$ cat src/rtl/register_bank_pkg.sv
// Shared datapath definitions for the register bank and its scoreboard.
// Register address width, the hardwired zero register and default widths.
package register_bank_pkg;

   localparam int REG_ADDR_W = 5;
   localparam int REG_SPACE  = 1 << REG_ADDR_W;
   localparam int CNT_W      = REG_ADDR_W + 1;
   localparam int DEF_DATA_W = 32;

   typedef logic [REG_ADDR_W-1:0] reg_addr_t;

   localparam reg_addr_t REG_ZERO = 5'd0;

   // One set or clear request into the pending scoreboard.
   typedef struct packed {
      logic      en;
      reg_addr_t idx;
   } sb_req_t;

   // A request only matters when enabled and not aimed at r0.
   function automatic logic req_hits(input sb_req_t r);
      return r.en && (r.idx != REG_ZERO);
   endfunction

endpackage

$ cat src/rtl/regbank_scoreboard.sv
// Destination-pending scoreboard: one pending bit per register plus a
// registered population count. A set beats a clear on the same register.
module regbank_scoreboard
   import register_bank_pkg::*;
(
   input  logic                 clk,
   input  logic                 reset,
   input  sb_req_t              set_req,
   input  sb_req_t              clr_req,
   output logic [REG_SPACE-1:0] pending,
   output logic [CNT_W-1:0]     pend_cnt
);

   logic [REG_SPACE-1:0] pend_d, pend_q;
   logic [CNT_W-1:0]     cnt_d, cnt_q;
   logic                 set_hit, clr_hit;
   logic                 same_reg, inc, dec;

   // Next pending bits and count; set applied after clear so it wins.
   always_comb begin
      set_hit  = req_hits(set_req);
      clr_hit  = req_hits(clr_req);
      same_reg = set_hit && clr_hit
                 && (set_req.idx == clr_req.idx);
      inc      = set_hit && !pend_q[set_req.idx];
      dec      = clr_hit && pend_q[clr_req.idx] && !same_reg;
      pend_d   = pend_q;
      if (clr_hit) begin
         pend_d[clr_req.idx] = 1'b0;
      end
      if (set_hit) begin
         pend_d[set_req.idx] = 1'b1;
      end
      pend_d[0] = 1'b0;
      cnt_d     = cnt_q;
      if (inc && !dec) begin
         cnt_d = cnt_q + CNT_W'(1);
      end else if (dec && !inc) begin
         cnt_d = cnt_q - CNT_W'(1);
      end
   end

   // Pending state register; reset drops every outstanding producer.
   always_ff @(posedge clk) begin
      if (reset) begin
         pend_q <= '0;
         cnt_q  <= '0;
      end else begin
         pend_q <= pend_d;
         cnt_q  <= cnt_d;
      end
   end

   assign pending  = pend_q;
   assign pend_cnt = cnt_q;

endmodule

$ cat src/rtl/register_bank.sv
// Register file with pending-destination scoreboard and two async reads.
// Define REGBANK_WB_BYPASS_EN to forward same-cycle WB data to the reads.
module register_bank
   import register_bank_pkg::*;
#(
   parameter int DATA_W = DEF_DATA_W,
   parameter int NREGS  = 32
) (
   input  logic                  clk,
   input  logic                  reset,
   input  logic [REG_ADDR_W-1:0] rs_addr,
   input  logic [REG_ADDR_W-1:0] rt_addr,
   output logic [DATA_W-1:0]     rs_data,
   output logic [DATA_W-1:0]     rt_data,
   output logic                  rs_busy,
   output logic                  rt_busy,
   input  logic                  iss_valid,
   input  logic [REG_ADDR_W-1:0] iss_dest,
   input  logic                  wb_en,
   input  logic [REG_ADDR_W-1:0] wb_dest,
   input  logic [DATA_W-1:0]     wb_data,
   output logic [CNT_W-1:0]      pend_cnt
);

   logic [DATA_W-1:0]    mem_d [NREGS];
   logic [DATA_W-1:0]    mem_q [NREGS];
   logic [REG_SPACE-1:0] pending;
   sb_req_t              set_req, clr_req;
   logic                 wb_wr;

   function automatic logic in_range(input reg_addr_t a);
      return (int'(a) < NREGS) && (a != REG_ZERO);
   endfunction

   // Scoreboard requests; addresses past NREGS are not real registers.
   always_comb begin
      set_req.en  = iss_valid && in_range(iss_dest);
      set_req.idx = iss_dest;
      clr_req.en  = wb_en && in_range(wb_dest);
      clr_req.idx = wb_dest;
      wb_wr       = clr_req.en;
   end

   regbank_scoreboard u_sb (
      .clk      (clk),
      .reset    (reset),
      .set_req  (set_req),
      .clr_req  (clr_req),
      .pending  (pending),
      .pend_cnt (pend_cnt)
   );

   // Next storage contents: a single WB write port.
   always_comb begin
      mem_d = mem_q;
      if (wb_wr) begin
         mem_d[wb_dest] = wb_data;
      end
   end

   // Storage array; reset clears every entry.
   always_ff @(posedge clk) begin
      if (reset) begin
         mem_q <= '{default: '0};
      end else begin
         mem_q <= mem_d;
      end
   end

   // Async read ports; r0 and out-of-range addresses read as zero.
   always_comb begin
      rs_data = '0;
      rt_data = '0;
      if (in_range(rs_addr)) begin
         rs_data = mem_q[rs_addr];
      end
      if (in_range(rt_addr)) begin
         rt_data = mem_q[rt_addr];
      end
      rs_busy = pending[rs_addr];
      rt_busy = pending[rt_addr];
`ifdef REGBANK_WB_BYPASS_EN
      if (wb_wr && (rs_addr == wb_dest)) begin
         rs_data = wb_data;
         if (!(set_req.en && (iss_dest == rs_addr))) begin
            rs_busy = 1'b0;
         end
      end
      if (wb_wr && (rt_addr == wb_dest)) begin
         rt_data = wb_data;
         if (!(set_req.en && (iss_dest == rt_addr))) begin
            rt_busy = 1'b0;
         end
      end
`endif
   end

endmodule

$ cat config.mk
export PLATFORM = sky130hd
export DESIGN_NAME = register_bank
export DESIGN_NICKNAME = d
export VERILOG_FILES = /design/src/rtl/register_bank_pkg.sv /design/src/rtl/regbank_scoreboard.sv /design/src/rtl/register_bank.sv
export SDC_FILE = /design/constraint.sdc
export NUM_CORES = 2
export LEC_CHECK = 0
export BUFFER_PORTS_ARGS = -buffer_cell sky130_fd_sc_hd__buf_4
export CORE_UTILIZATION = 25
export CTS_BUF_LIST = sky130_fd_sc_hd__clkbuf_16
export CTS_CLUSTER_DIAMETER = 50
export CTS_CLUSTER_SIZE = 40
export DETAILED_ROUTE_END_ITERATION = 10
export PLACE_DENSITY = 0.41
export SLEW_MARGIN = 20
export SYNTH_ARGS = -nofsm -noshare
export SYNTH_HDL_FRONTEND = slang
export SYNTH_SLANG_ARGS = --single-unit
$ cat constraint.sdc
create_clock -name clk -period 3.87 [get_ports clk]
set_input_delay 0.774 -clock clk [delete_from_list [all_inputs] [get_ports clk]]
set_output_delay 0.774 -clock clk [all_outputs]
set_load 0.03 [all_outputs]
# Word-level counts from Yosys, hierarchy flattened
# Cells that the tools add are included.
totals:
  elab_cells: 104
  ff_bits: 1062
classes:
  n_mux: 27
  n_addsub: 2
  bitwise_logic: 6
  n_eq_ne: 1
  n_lt_le_gt_ge: 10
  reduce_logical: 23
op_table:
  columns: ["cell", "n"]
  rows:
  - ["bitwise mux 1024 bit", 1]
  - ["binary-select mux 32 bit (select 5 bit)", 2]
  - ["2-to-1 mux 32 bit", 9]
  - ["demux 32 bit (select 5 bit)", 1]
  - ["AND 32 bit", 1]
  - ["NOT 32 bit", 1]
  - ["bitwise OR 32 bit", 1]
  - ["less-than comparator 5 x 6 -> 1 bit, second input constant", 4]
  - ["binary-select mux 1 bit (select 5 bit)", 4]
  - ["nonzero test 5 bit", 4]
  - [">= comparator 6 bit, second input constant", 3]
  - ["NOT 5 -> 6 bit", 3]
  - ["logical AND 1 bit", 14]
  - ["2-to-1 mux 6 bit", 2]
  - ["demux 1 bit (select 5 bit)", 2]
  - [">= comparator 5 x 1 -> 1 bit, second input constant", 2]
  - ["adder 6 x 1 -> 6 bit, second input constant", 1]
  - ["less-than comparator 6 x 1 -> 1 bit, second input constant", 1]
  - ["2-to-1 mux 1 bit", 6]
  - ["subtractor 6 x 1 -> 6 bit, second input constant", 1]
  - ["equality test 5 bit", 1]
  - ["zero test 1 bit", 4]
  - ["nonzero test 2 bit", 1]

# Longest topological paths before layout
depth:
  word_depth: 10
  ltp_mapped: 15
  depth_no_buf: 13

# By module
# Synthesis repeated with hierarchy kept, for this count alone.
unflattened:
  cells_unflattened: 6173
  hier_area_um2: 54317.1
by_module_without_submodules:
  columns: ["module", "instances", "cells_per_inst", "area_each_um2", "seq_area_each_um2"]
  rows:
  - ["register_bank", 1, 5881, 51904.8, 20499.7]
  - ["regbank_scoreboard", 1, 292, 2412.3, 740.7]

# Worst setup path after synthesis
# OpenSTA, ideal clock, no wires.
synth_path:
  path_type: "input to register"
  start: "input wb_dest[0]"
  end: "register u_sb.cnt_q[4] (netlist: u_sb.pend_cnt[4])"
  n_path_buf: 2
  arrival_time_ns: 3.892
  path_slack_ns: -0.092
  cell_stages: 13
  setup_time_ns: 0.070
  cell_sequence: "clkbuf_1 buf_2 mux4_2 a221oi_1 a31o_1 ha_1 inv_1 ha_1 nor2b_1 o21a_1 o21ai_0 or3b_2 a21oi_1"
synth_between:
  elab_chain_len: 10
synth_lines:
  columns: ["element", "line", "text"]
  rows:
  - ["from (decl)", "register_bank.sv:20", "input logic [REG_ADDR_W-1:0] wb_dest,"]
  - ["parallel branches: the longest is 6 deep, another holds binary-select mux 1 bit (select 5 bit)", null, null]
  - ["logical AND 1 bit *", "regbank_scoreboard.sv:26", "dec = clr_hit && pend_q[clr_req.idx] && !same_reg;"]
  - ["zero test 1 bit", "regbank_scoreboard.sv:36", "if (inc && !dec) begin"]
  - ["logical AND 1 bit", "regbank_scoreboard.sv:36", null]
  - ["2-to-1 mux 6 bit / nonzero test 2 bit (equally long branches)", null, null]
  - ["to (signal assigned)", "regbank_scoreboard.sv:50", "cnt_q <= cnt_d;"]
  - ["to (decl)", "regbank_scoreboard.sv:15", "logic [CNT_W-1:0] cnt_d, cnt_q;"]
# Every way passes the cells marked *. The select of a mux whose other input is x is not followed.
# A chain may end at the register's enable or synchronous reset.

# Worst setup path in the final report
layout_path:
  start: "input rs_addr[0]"
  end: "output rs_data[18]"
layout_between:
  elab_chain_len: 5
layout_lines:
  columns: ["element", "line", "text"]
  rows:
  - ["from (decl)", "register_bank.sv:11", "input logic [REG_ADDR_W-1:0] rs_addr,"]
  - ["NOT 5 -> 6 bit (not written as such)", "register_bank.sv:75", "rs_data = mem_q[rs_addr];"]
  - ["binary-select mux 32 bit (select 5 bit)", "register_bank.sv:75", null]
  - ["2-to-1 mux 32 bit (not written as such) (2 in a row)", "register_bank.sv:75", null]
  - ["2-to-1 mux 32 bit *", "register_bank.sv:74", "if (in_range(rs_addr)) begin"]
  - ["to (decl)", "register_bank.sv:13", "output logic [DATA_W-1:0] rs_data,"]
# Mark *: on every way between the ends. The rest lies on a longest branch, timed or not. The select of a mux whose other input is x is not followed.

==> summary.md <==
| Metric | Value |
|---|---|
| Status | `finished with violations` |
| Failing checks | `DRC` |
| Worst-Margin Slew | `1110 ps` |
| Final #Nets | `~5900` |
| H-tree depth | `4` |
| Share of synthesized registers carrying an async set or reset | `0` |
| Boundary pin count | `between 100 and 150` |
| Max transition margin | `0.255` |
| Minimum clock period | `between 3000 and 4000 ps` |
| Via density | `around 5.3` |
| Syn Nets | `5876` |
| CTS sink count | `~1100` |
| Clk buf depth | `3` |
| Post-synthesis cell type count | `between 40 and 50` |
| Fmax | `between 200 and 300 MHz` |
| Met3 usage | `0.0286` |
| Crit path launch type | `input port` |
| CTS tree | `yes` |
| Vias in the first global route | `44866` |
| DRC violation count after routing | `14` |
| Layout fillers | `21975` |
| Critical Path Source | `rs_addr[0]` |
| Clk Latency, worst-skew pair | `780 ps` |
| Largest area contributor in the netlist | `dfxtp_1` |
| Top cell types by occurrence after synthesis | `2047 x nand2_1, 1061 x dfxtp_1, 1001 x a21oi_1, 607 x mux4_2, 465 x clkbuf_1` |
| Die Footprint | `216000 sq um` |
| Layout cells sized above 1 | `0.240` |
| Critical path class | `in2out` |
| Hold WC Path Type | `in2reg` |
| Synth Area per Inst | `9.20 sq um` |
| Skew final | `between 8 and 9 ps` |
| Initial core utilization | `0.252` |
| Post-route design area | `roughly 64000 sq um` |
| Sequential element share of the synthesized area | `0.397` |
| Final Cycle Share | `0.981` |
| Placer Congestion | `~0.84` |
| CTS Buf Count | `approximately 140` |
| Largest cells by area after synthesis | `dfxtp_1 40%, mux4_2 26%, nand2_1 14%` |
| Synth top area share | `0.397` |
| Crit-path max FO | `29` |
| Setup TNS Final | `0 ps` |
| Post-Syn Instances | `about 5800` |
| Routed length per placed instance | `27.5 um` |
| Syn-to-layout area delta | `20.0%` |
| Placed inst area | `between 50000 and 60000 sq um` |
| Post-synth EDFFs | `0` |
| Antenna violations before repair | `16` |
| Most used routing layer | `met2` |
| Util after Layout | `0.302` |
| Ys flop type | `dfxtp_1` |
| RSZ-0062 raised after global routing | `no` |
| Global-route met1 utilization | `0.287` |
| CORE AREA | `between 200000 and 250000 sq um` |
| Worst-case reg-to-reg path depth | `12` |
| Drt pass-1 iters | `9` |
| Yosys warns | `0` |
| Detail Placement HPWL | `between 100 and 150 mm` |
| Drt initial violations | `around 4500` |
| Register bit count reported by yosys | `approximately 1100` |
| Grt ovf | `0` |
| Slew Viols, Final | `0` |
| PortBufs | `about 130` |
| Crit end category | `primary output` |
| Critical Path Sink | `rs_data[18]` |
| WP data arrival | `just over 3000 ps` |
| Chip Height | `roughly 460 um` |
| Layout Cells excl Fill | `roughly 8700` |
| R2R setup slack | `around 670 ps` |
| Data required, critical path | `roughly 3100 ps` |
| Final setup vio count | `0` |
| Post-Route WL | `about 240 mm` |
| Leakage | `a little over 20 nW` |
| Hold Violations, Final | `0` |
| Die X | `between 400 and 500 um` |
| PD cells | `between 400 and 500 nW/um^2` |
| Final ANT Viol Nets | `0` |
| Top-count cell post-synth | `nand2_1` |
| Clock slew seen by the registers of the worst setup and hold paths | `approximately 50 ps` |
| Reg2reg start | `u_sb.pending[11]$_SDFF_PP0_` |
| Root Driver | `clkbuf_16` |
| Max capacitance violation total | `0` |
| Via Count | `roughly 46000` |
| FP Rows | `between 150 and 200` |
| Total power | `around 27 mW` |
| Met2 GRT Util | `0.364` |
| Global Route Usage Sum | `0.219` |
| R2R Path End | `u_sb.pend_cnt[4]$_SDFFE_PP0P_` |
| Global-route wire length before repair | `344 mm` |
| Inst Count DP | `roughly 8500` |
| Peak supply drop | `0.457 mV` |
| Largest net degree at the start of global routing | `~120` |
| Cell Area, Synth | `between 50000 and 60000 sq um` |
-- area by class of cell --
class                           count  area, sq um  share of cell area
Sequential cell                  1061        21200               0.331
Multi-Input combinational cell   4086        30000               0.467
Clock inverter                    104         1010              0.0158
Inverter                           69          259             0.00404
Antenna cell                       11         27.5            0.000429
Timing Repair Buffer              450         4590              0.0716
Tap cell                         2821         3530              0.0550
Clock buffer                      141         3530              0.0550
-- cells by family after synthesis --
kind of cell	share of synthesized area
AO/OA/AOI/OAI	0.122
flip-flops	0.397
AND/OR/NAND/NOR	0.159
XOR/XNOR	0.00115
adder cells (fa/ha/maj)	0.00178
multiplexers	0.269
buffers and inverters	0.0494
-- stage by stage --
| step | setup slack [ps] | hold slack (ps) |
|---|---|---|
| 2_1_floorplan | 80.8 | 443 |
| 3_3_place_gp | -104 | 447 |
| 3_5_place_dp | -127 | 455 |
| 4_1_cts | 11.7 | 377 |
| 5_1_grt | 3.37 | 419 |
| 6_report | 73.6 | 423 |
-- layer usage --
metal / vias up / wire length, um
met5: - / 0
met3: 388 / 14900
met2: 1824 / 116000
met4: 0 / 9070
li1: 20478 / -
met1: 23790 / 101000
-- power breakdown --
part	total (mW)	internal [mW]	switching, mW
registers	11.1	11.0	0.0775
logic	2.53	0.880	1.65
clock network	13.1	7.63	5.47
-- state kept, by name (all words and copies together), names as in the netlist --
name           cells
u_sb.pend_cnt      6
u_sb.pending      31
mem_q           1024
-- worst max-delay path, cell delays in order --
cell and delay [ps]:
buf_8 310, buf_16 290, mux4_2 540, mux4_2 590, inv_2 130, a221oi_1 120, buf_4 200
-- cell usage in the layout, fill, tap and decap left out, types with 51 or more instances in the layout --
cell type  Yosys  routed
mux4_2       607     607
mux2i_1       67      62
a21oi_1     1001    1001
buf_4          4     350
a221oi_1      65      61
nand2_1     2047    2014
clkbuf_16      0     141
o221ai_1      64      64
inv_2         55      55
nor2_1        84      51
buf_12         0      91
dfxtp_1     1061    1061
-- worst min-delay path by stage --
stage                             from                          to  slack (ps)  depth (start not counted)
4_1_cts                    wb_data[26]     mem_q[698]$_SDFFE_PP0P_         380                          3
3_5_place_dp   mem_q[633]$_SDFFE_PP0P_     mem_q[633]$_SDFFE_PP0P_         450                          2
5_1_grt                     wb_data[1]     mem_q[801]$_SDFFE_PP0P_         420                          3
2_1_floorplan  mem_q[160]$_SDFFE_PP0P_     mem_q[160]$_SDFFE_PP0P_         440                          2
6_report                         reset  u_sb.pending[3]$_SDFF_PP0_         420                          2
3_3_place_gp   mem_q[437]$_SDFFE_PP0P_     mem_q[437]$_SDFFE_PP0P_         450                          2
-- timing repair --
action                                  4_1_cts  5_1_grt
endpoints found under the setup margin        3        8
buffers inserted                              0        0
hold buffers                                  0        0
gates resized for setup                       4        8
Power figures use the tool's default switching activity.
